===== src/rtl/trap_redirect_pkg.sv =====
// Shared types and constants for the trap/return redirect controller.
// Optional feature macro: TRAP_VECTORED_EN (vectored interrupt targets).
package trap_redirect_pkg;

    typedef enum logic [1:0] {
        IDLE     = 2'd0,
        FLUSH    = 2'd1,
        REDIRECT = 2'd2,
        DRAIN    = 2'd3
    } trap_st_e;

    localparam logic [1:0] MTVEC_MODE_VECTORED = 2'b01;
    localparam int         CAUSE_INT_BIT       = 31;

    // Fetch targets are always word aligned; the low CSR bits carry mode or are ignored.
    function automatic logic [31:0] align4(input logic [31:0] addr);
        return {addr[31:2], 2'b00};
    endfunction

endpackage


===== src/rtl/trap_redirect_if.sv =====
// CSR-event inputs and fetch/pipeline-control outputs of trap_redirect.
// master = CSR unit / fetch / pipeline side, slave = trap_redirect.
interface trap_redirect_if;

    logic        is_trap;
    logic        is_mret;
    logic [31:0] trap_cause;
    logic [31:0] mtvec;
    logic [31:0] mepc;
    logic        ifu_ready;
    logic        redirect_valid;
    logic [31:0] redirect_pc;
    logic        flush_if;
    logic        flush_id;
    logic        flush_exe;
    logic        stall_pipe;
    logic        trap_busy;

    modport master (
        output is_trap, is_mret, trap_cause, mtvec, mepc, ifu_ready,
        input  redirect_valid, redirect_pc, flush_if, flush_id, flush_exe,
               stall_pipe, trap_busy
    );

    modport slave (
        input  is_trap, is_mret, trap_cause, mtvec, mepc, ifu_ready,
        output redirect_valid, redirect_pc, flush_if, flush_id, flush_exe,
               stall_pipe, trap_busy
    );

endinterface


===== src/rtl/trap_target_calc.sv =====
// Combinational redirect-target selection: trap vector from mtvec or return address from mepc.
// TRAP_VECTORED_EN adds vectored-mode interrupt offsets; it is tested only here.
module trap_target_calc
    import trap_redirect_pkg::*;
(
    input  logic        is_trap,
    input  logic [31:0] trap_cause,
    input  logic [31:0] mtvec,
    input  logic [31:0] mepc,
    output logic [31:0] target
);

`ifdef TRAP_VECTORED_EN
    logic unused_cause_bit;
    assign unused_cause_bit = trap_cause[30];

    always_comb begin
        // NOTE: assign a default first in every always_comb path so no latch is inferred.
        target = is_trap ? align4(mtvec) : align4(mepc);
        // Only interrupts in vectored mode get an offset; modes 10/11 fall back to the base.
        if (is_trap && (mtvec[1:0] == MTVEC_MODE_VECTORED) && trap_cause[CAUSE_INT_BIT])
            target = align4(mtvec) + {trap_cause[29:0], 2'b00};
    end
`else
    logic unused_direct_bits;
    assign unused_direct_bits = ^{trap_cause, mtvec[1:0]};

    always_comb begin
        target = is_trap ? align4(mtvec) : align4(mepc);
    end
`endif

endmodule


===== src/rtl/trap_redirect.sv =====
// Trap/mret redirect controller: flush, redirect handshake with fetch, then drain stall.
// Vectored interrupt targets are enabled by defining TRAP_VECTORED_EN.
module trap_redirect
    import trap_redirect_pkg::*;
#(
    parameter int unsigned DRAIN_CYCLES = 2
) (
    input  logic            clk,
    input  logic            rstn,
    trap_redirect_if.slave  bus
);

    localparam logic [3:0] DRAIN_LOAD = 4'(DRAIN_CYCLES);

    trap_st_e    state, state_nx;
    logic [3:0]  drain_cnt;
    logic [31:0] pc_q;
    logic [31:0] target;
    logic        event_in;
    logic        handshake;

    assign event_in  = bus.is_trap | bus.is_mret;
    assign handshake = (state == REDIRECT) && bus.ifu_ready;

    trap_target_calc u_target (
        .is_trap    (bus.is_trap),
        .trap_cause (bus.trap_cause),
        .mtvec      (bus.mtvec),
        .mepc       (bus.mepc),
        .target     (target)
    );

    always_ff @(posedge clk or negedge rstn) begin
        // NOTE: sequential state uses non-blocking assignments so every register samples pre-edge values.
        if (!rstn) state <= IDLE;
        else       state <= state_nx;
    end

    always_comb begin
        state_nx = state;
        unique case (state)
            IDLE:     if (event_in) state_nx = FLUSH;
            FLUSH:    state_nx = REDIRECT;
            REDIRECT: if (bus.ifu_ready) state_nx = (DRAIN_LOAD == 4'd0) ? IDLE : DRAIN;
            DRAIN:    if (drain_cnt <= 4'd1) state_nx = IDLE;
            default:  state_nx = IDLE;
        endcase
    end

    always_ff @(posedge clk or negedge rstn) begin
        if (!rstn)                  drain_cnt <= 4'd0;
        else if (handshake)         drain_cnt <= DRAIN_LOAD;
        else if (state == DRAIN)    drain_cnt <= drain_cnt - 4'd1;
    end

    // Target is captured only on the accepted event so later CSR writes cannot disturb it.
    always_ff @(posedge clk or negedge rstn) begin
        if (!rstn)                              pc_q <= 32'd0;
        else if ((state == IDLE) && event_in)   pc_q <= target;
    end

    assign bus.redirect_pc    = pc_q;
    assign bus.redirect_valid = (state == REDIRECT);
    assign bus.flush_if       = (state == FLUSH);
    assign bus.flush_id       = (state == FLUSH);
    assign bus.flush_exe      = (state == FLUSH);
    assign bus.stall_pipe     = (state != IDLE);
    assign bus.trap_busy      = (state != IDLE);

endmodule


===== src/flat_wrapper.sv =====
// flat-port wrapper written by rule: the top's interface ports become plain ports
module trap_redirect_flat import trap_redirect_pkg::*;
#(
    parameter int unsigned DRAIN_CYCLES = 2
)
  (clk, rstn, bus_is_trap, bus_is_mret, bus_trap_cause, bus_mtvec, bus_mepc, bus_ifu_ready, bus_redirect_valid, bus_redirect_pc, bus_flush_if, bus_flush_id, bus_flush_exe, bus_stall_pipe, bus_trap_busy);
  trap_redirect_if bus_i ();
  input  logic clk;
  input  logic rstn;
  input wire logic [$bits(bus_i.is_trap)-1:0] bus_is_trap;
  input wire logic [$bits(bus_i.is_mret)-1:0] bus_is_mret;
  input wire logic [$bits(bus_i.trap_cause)-1:0] bus_trap_cause;
  input wire logic [$bits(bus_i.mtvec)-1:0] bus_mtvec;
  input wire logic [$bits(bus_i.mepc)-1:0] bus_mepc;
  input wire logic [$bits(bus_i.ifu_ready)-1:0] bus_ifu_ready;
  output wire logic [$bits(bus_i.redirect_valid)-1:0] bus_redirect_valid;
  output wire logic [$bits(bus_i.redirect_pc)-1:0] bus_redirect_pc;
  output wire logic [$bits(bus_i.flush_if)-1:0] bus_flush_if;
  output wire logic [$bits(bus_i.flush_id)-1:0] bus_flush_id;
  output wire logic [$bits(bus_i.flush_exe)-1:0] bus_flush_exe;
  output wire logic [$bits(bus_i.stall_pipe)-1:0] bus_stall_pipe;
  output wire logic [$bits(bus_i.trap_busy)-1:0] bus_trap_busy;
  assign bus_i.is_trap = bus_is_trap;
  assign bus_i.is_mret = bus_is_mret;
  assign bus_i.trap_cause = bus_trap_cause;
  assign bus_i.mtvec = bus_mtvec;
  assign bus_i.mepc = bus_mepc;
  assign bus_i.ifu_ready = bus_ifu_ready;
  assign bus_redirect_valid = bus_i.redirect_valid;
  assign bus_redirect_pc = bus_i.redirect_pc;
  assign bus_flush_if = bus_i.flush_if;
  assign bus_flush_id = bus_i.flush_id;
  assign bus_flush_exe = bus_i.flush_exe;
  assign bus_stall_pipe = bus_i.stall_pipe;
  assign bus_trap_busy = bus_i.trap_busy;
  trap_redirect #(.DRAIN_CYCLES(DRAIN_CYCLES)) u_core (.clk(clk), .rstn(rstn), .bus(bus_i));
endmodule

===== config.mk =====
export PLATFORM = sky130hd
export DESIGN_NAME = trap_redirect_flat
export DESIGN_NICKNAME = d
export VERILOG_FILES = /design/src/rtl/trap_redirect_pkg.sv /design/src/rtl/trap_redirect_if.sv /design/src/rtl/trap_target_calc.sv /design/src/rtl/trap_redirect.sv /design/src/flat_wrapper.sv
export SDC_FILE = /design/constraint.sdc
export NUM_CORES = 1
export LEC_CHECK = 0
export ABC_CLOCK_PERIOD_IN_PS = 1700
export BUFFER_PORTS_ARGS = -buffer_cell sky130_fd_sc_hd__buf_2
export CELL_PAD_IN_SITES_DETAIL_PLACEMENT = 0
export CELL_PAD_IN_SITES_GLOBAL_PLACEMENT = 1
export CORE_MARGIN = 1.5
export CORE_UTILIZATION = 25
export DETAILED_ROUTE_END_ITERATION = 7
export PLACE_DENSITY_LB_ADDON = 0.1
export SLEW_MARGIN = 15
export SYNTH_ARGS = -nofsm -noshare
export SYNTH_HDL_FRONTEND = slang
export SYNTH_SLANG_ARGS = --single-unit

===== constraint.sdc =====
create_clock -name clk -period 1.7 [get_ports clk]
set_clock_uncertainty 0.15 [all_clocks]
set_input_delay 0.255 -clock clk [delete_from_list [all_inputs] [get_ports clk]]
set_output_delay 0.255 -clock clk [all_outputs]
set_load 0.1 [all_outputs]

==> metrics <==
status finished clean; first-pass GRT wire length 7093 um; Synth Instances 175; Worst setup SP type flip-flop; synthesized cell area 1810 sq um; Filler Cell Count 733; CTS Root Cell clkbuf_8; DR iter-0 viols 19; share of flip-flops with an asynchronous set or reset 1.000; Storage cell area 900.9 sq um; unrepaired setup endpoints after global routing true; cell row count 30; Setup CP Type flip-flop to primary output; ANT cells 0; full die area 7762 sq um; Ports 139; Min-Delay Path Class input pin to flip-flop; final worst path period need 1.653 ns; CP max stage cell dfrtp_1; clock sinks 36; clock latency on the worst-skew pair 0.29 ns; HPWL Detailed 3280 um; most numerous cell in the Yosys netlist dfrtp_1; Top delay family on crit path buffers and inverters; final-report hold violation count 0; Final setup violation count 0; total wire length 4422 um; vias in the first global route 1469; WP data arrival 1.25 ns; Avg Cell Area, Syn 10.35 sq um; TritonCTS clock tree done; Final Instance Count excl. Fillers 384; CP endpoint kind primary output; Initial Utilization 0.2621; Post-synth top cells dfrtp_1 (36), nand2_1 (34), o21ai_1 (31); H-Tree Depth 2; GRT Overall Usage 0.1198; grt ovf 0; CP Data Required Time 1.29 ns; Synth Warn # 0; Port Buffer Count 100; Critical Path Fanout Max 2; Multi-input gate area 895.9 sq um; number of synthesized flops with an enable pin 0; routed length per placed instance 11.52 um; sequential-to-total area share from yosys stat 0.4976; clock buffer depth 2; Max Cap Viol 0; layout cell share with drive strength beyond 1 0.4965; count of different cell masters after synthesis 22; TritonCTS buffer count 5; Synth top area share 0.4976; via count 1555; Synth area leader dfrtp_1; Reg clk slew, reported paths 0.07 ns; drt pass-1 iters 4; Area contributors post-synth dfrtp_1 (50%), mux2i_1 (17%), o21ai_1 (8.6%); width of the chip 88.10 um; DP Cell Count 371; Finished Core Util 0.4100; dominant synthesized flop cell dfrtp_1; worst path cell trace inv_2, ha_4, inv_6, buf_4, buf_12; Max Fclk 0.6051 GHz; Residual DRC 0; period utilisation layout 0.9722; ANT nets after route 0; initial antenna violation count 0; Largest stage delay, worst path 0.39 ns; worst path bufs/invs 4; Core Area 6907 sq um; GPL Wtd Cong 0.6729; P&R area growth vs syn 56.39%; Synth Register Bits 36; detailed-route vias per instance 4.049; Die Span Y 88.10 um; Max Transition Viols Final 0; Layout Nets 395; largest net degree at the start of global routing 37
## metrics by stage
step                      setup TNS, ns  area (sq um)  setup WS (ns)  hold WS [ns]
after floorplan                 -0.1774          1857        -0.1774       -0.1906
after global placement        -0.004639          2621      -0.004639        0.1936
after detailed placement       -0.01415          2621       -0.01415        0.1908
after CTS                             0          2761        0.01178       0.03058
after global routing           -0.05419          2831       -0.01857       0.03478
final                                 0          2831        0.04734       0.04234
## flip-flops by register name, summed over array words and instances, names as in the netlist
name / count
u_core.drain_cnt: 4
u_core.state: 2
u_core.bus.redirect_pc: 30
## layer usage
layer | part of all wire | GRT usage | routed length, um | vias up
met5 | 0 | 0 | 0 | -
met4 | 0.012 | 0.03409 | 55 | 0
met3 | 0.083 | 0.04053 | 368 | 7
met2 | 0.43 | 0.1853 | 1917 | 66
met1 | 0.47 | 0.1598 | 2081 | 673
li1 | - | - | - | 809
## cell families after synthesis
kind of cell | count (synthesis) | synth area share
AO/OA/AOI/OAI | 37 | 0.1085
buffers and inverters | 20 | 0.05874
flip-flops | 36 | 0.4976
XOR/XNOR | 3 | 0.01452
other | 1 | 0.002071
multiplexers | 31 | 0.1721
adder cells (fa/ha/maj) | 7 | 0.04837
AND/OR/NAND/NOR | 40 | 0.09813
## layout by cell type, fill, tap and decap left out, types with 2 or more instances in the layout
cell and count:
a21oi_1 3, buf_12 8, buf_2 94, buf_4 15, clkbuf_8 7, conb_1 2
dfrtp_1 36, ha_1 2, ha_4 5, inv_2 4, mux2i_1 30, nand2_1 34
o21ai_1 30, xnor2_1 2
## path summary, 6_finish.rpt
kind | startpoint | end | slack [ns] | cells past startpoint
worst max register to register | u_core.drain_cnt[0] | u_core.state[1] | 0.06 | 6
worst min-delay path | bus_ifu_ready | u_core.drain_cnt[0] | 0.04 | 2
min in group asynchronous | rstn | u_core.bus.redirect_pc[23] | 0.40 | 3
worst min register to register | u_core.bus.redirect_pc[12] | u_core.bus.redirect_pc[12] | 0.33 | 2
worst max-delay path | u_core.state[0] | bus_trap_busy | 0.05 | 5
max in group asynchronous | rstn | u_core.bus.redirect_pc[25] | 0.67 | 3
## layout make-up
type	count	area share
well taps	96	0.04242
repair buffers	119	0.2700
clock inverters	1	0.01061
inverters	5	0.008396
flip-flops and latches	36	0.3182
clock buffers	7	0.03403
multi-input cells	120	0.3164
## what timing repair did
item / 4_1_cts / 5_1_grt
setup endpoints to repair: 1 / 7
pin swaps: 1 / 5
hold buffers: 1 / 0
resized for setup: 2 / 9
hold endpoints to repair: 36 / 0
buffers inserted: 0 / 4
Power is not shown: default switching activity piles up to over one toggle a cycle in this logic, so the estimate is an artifact.
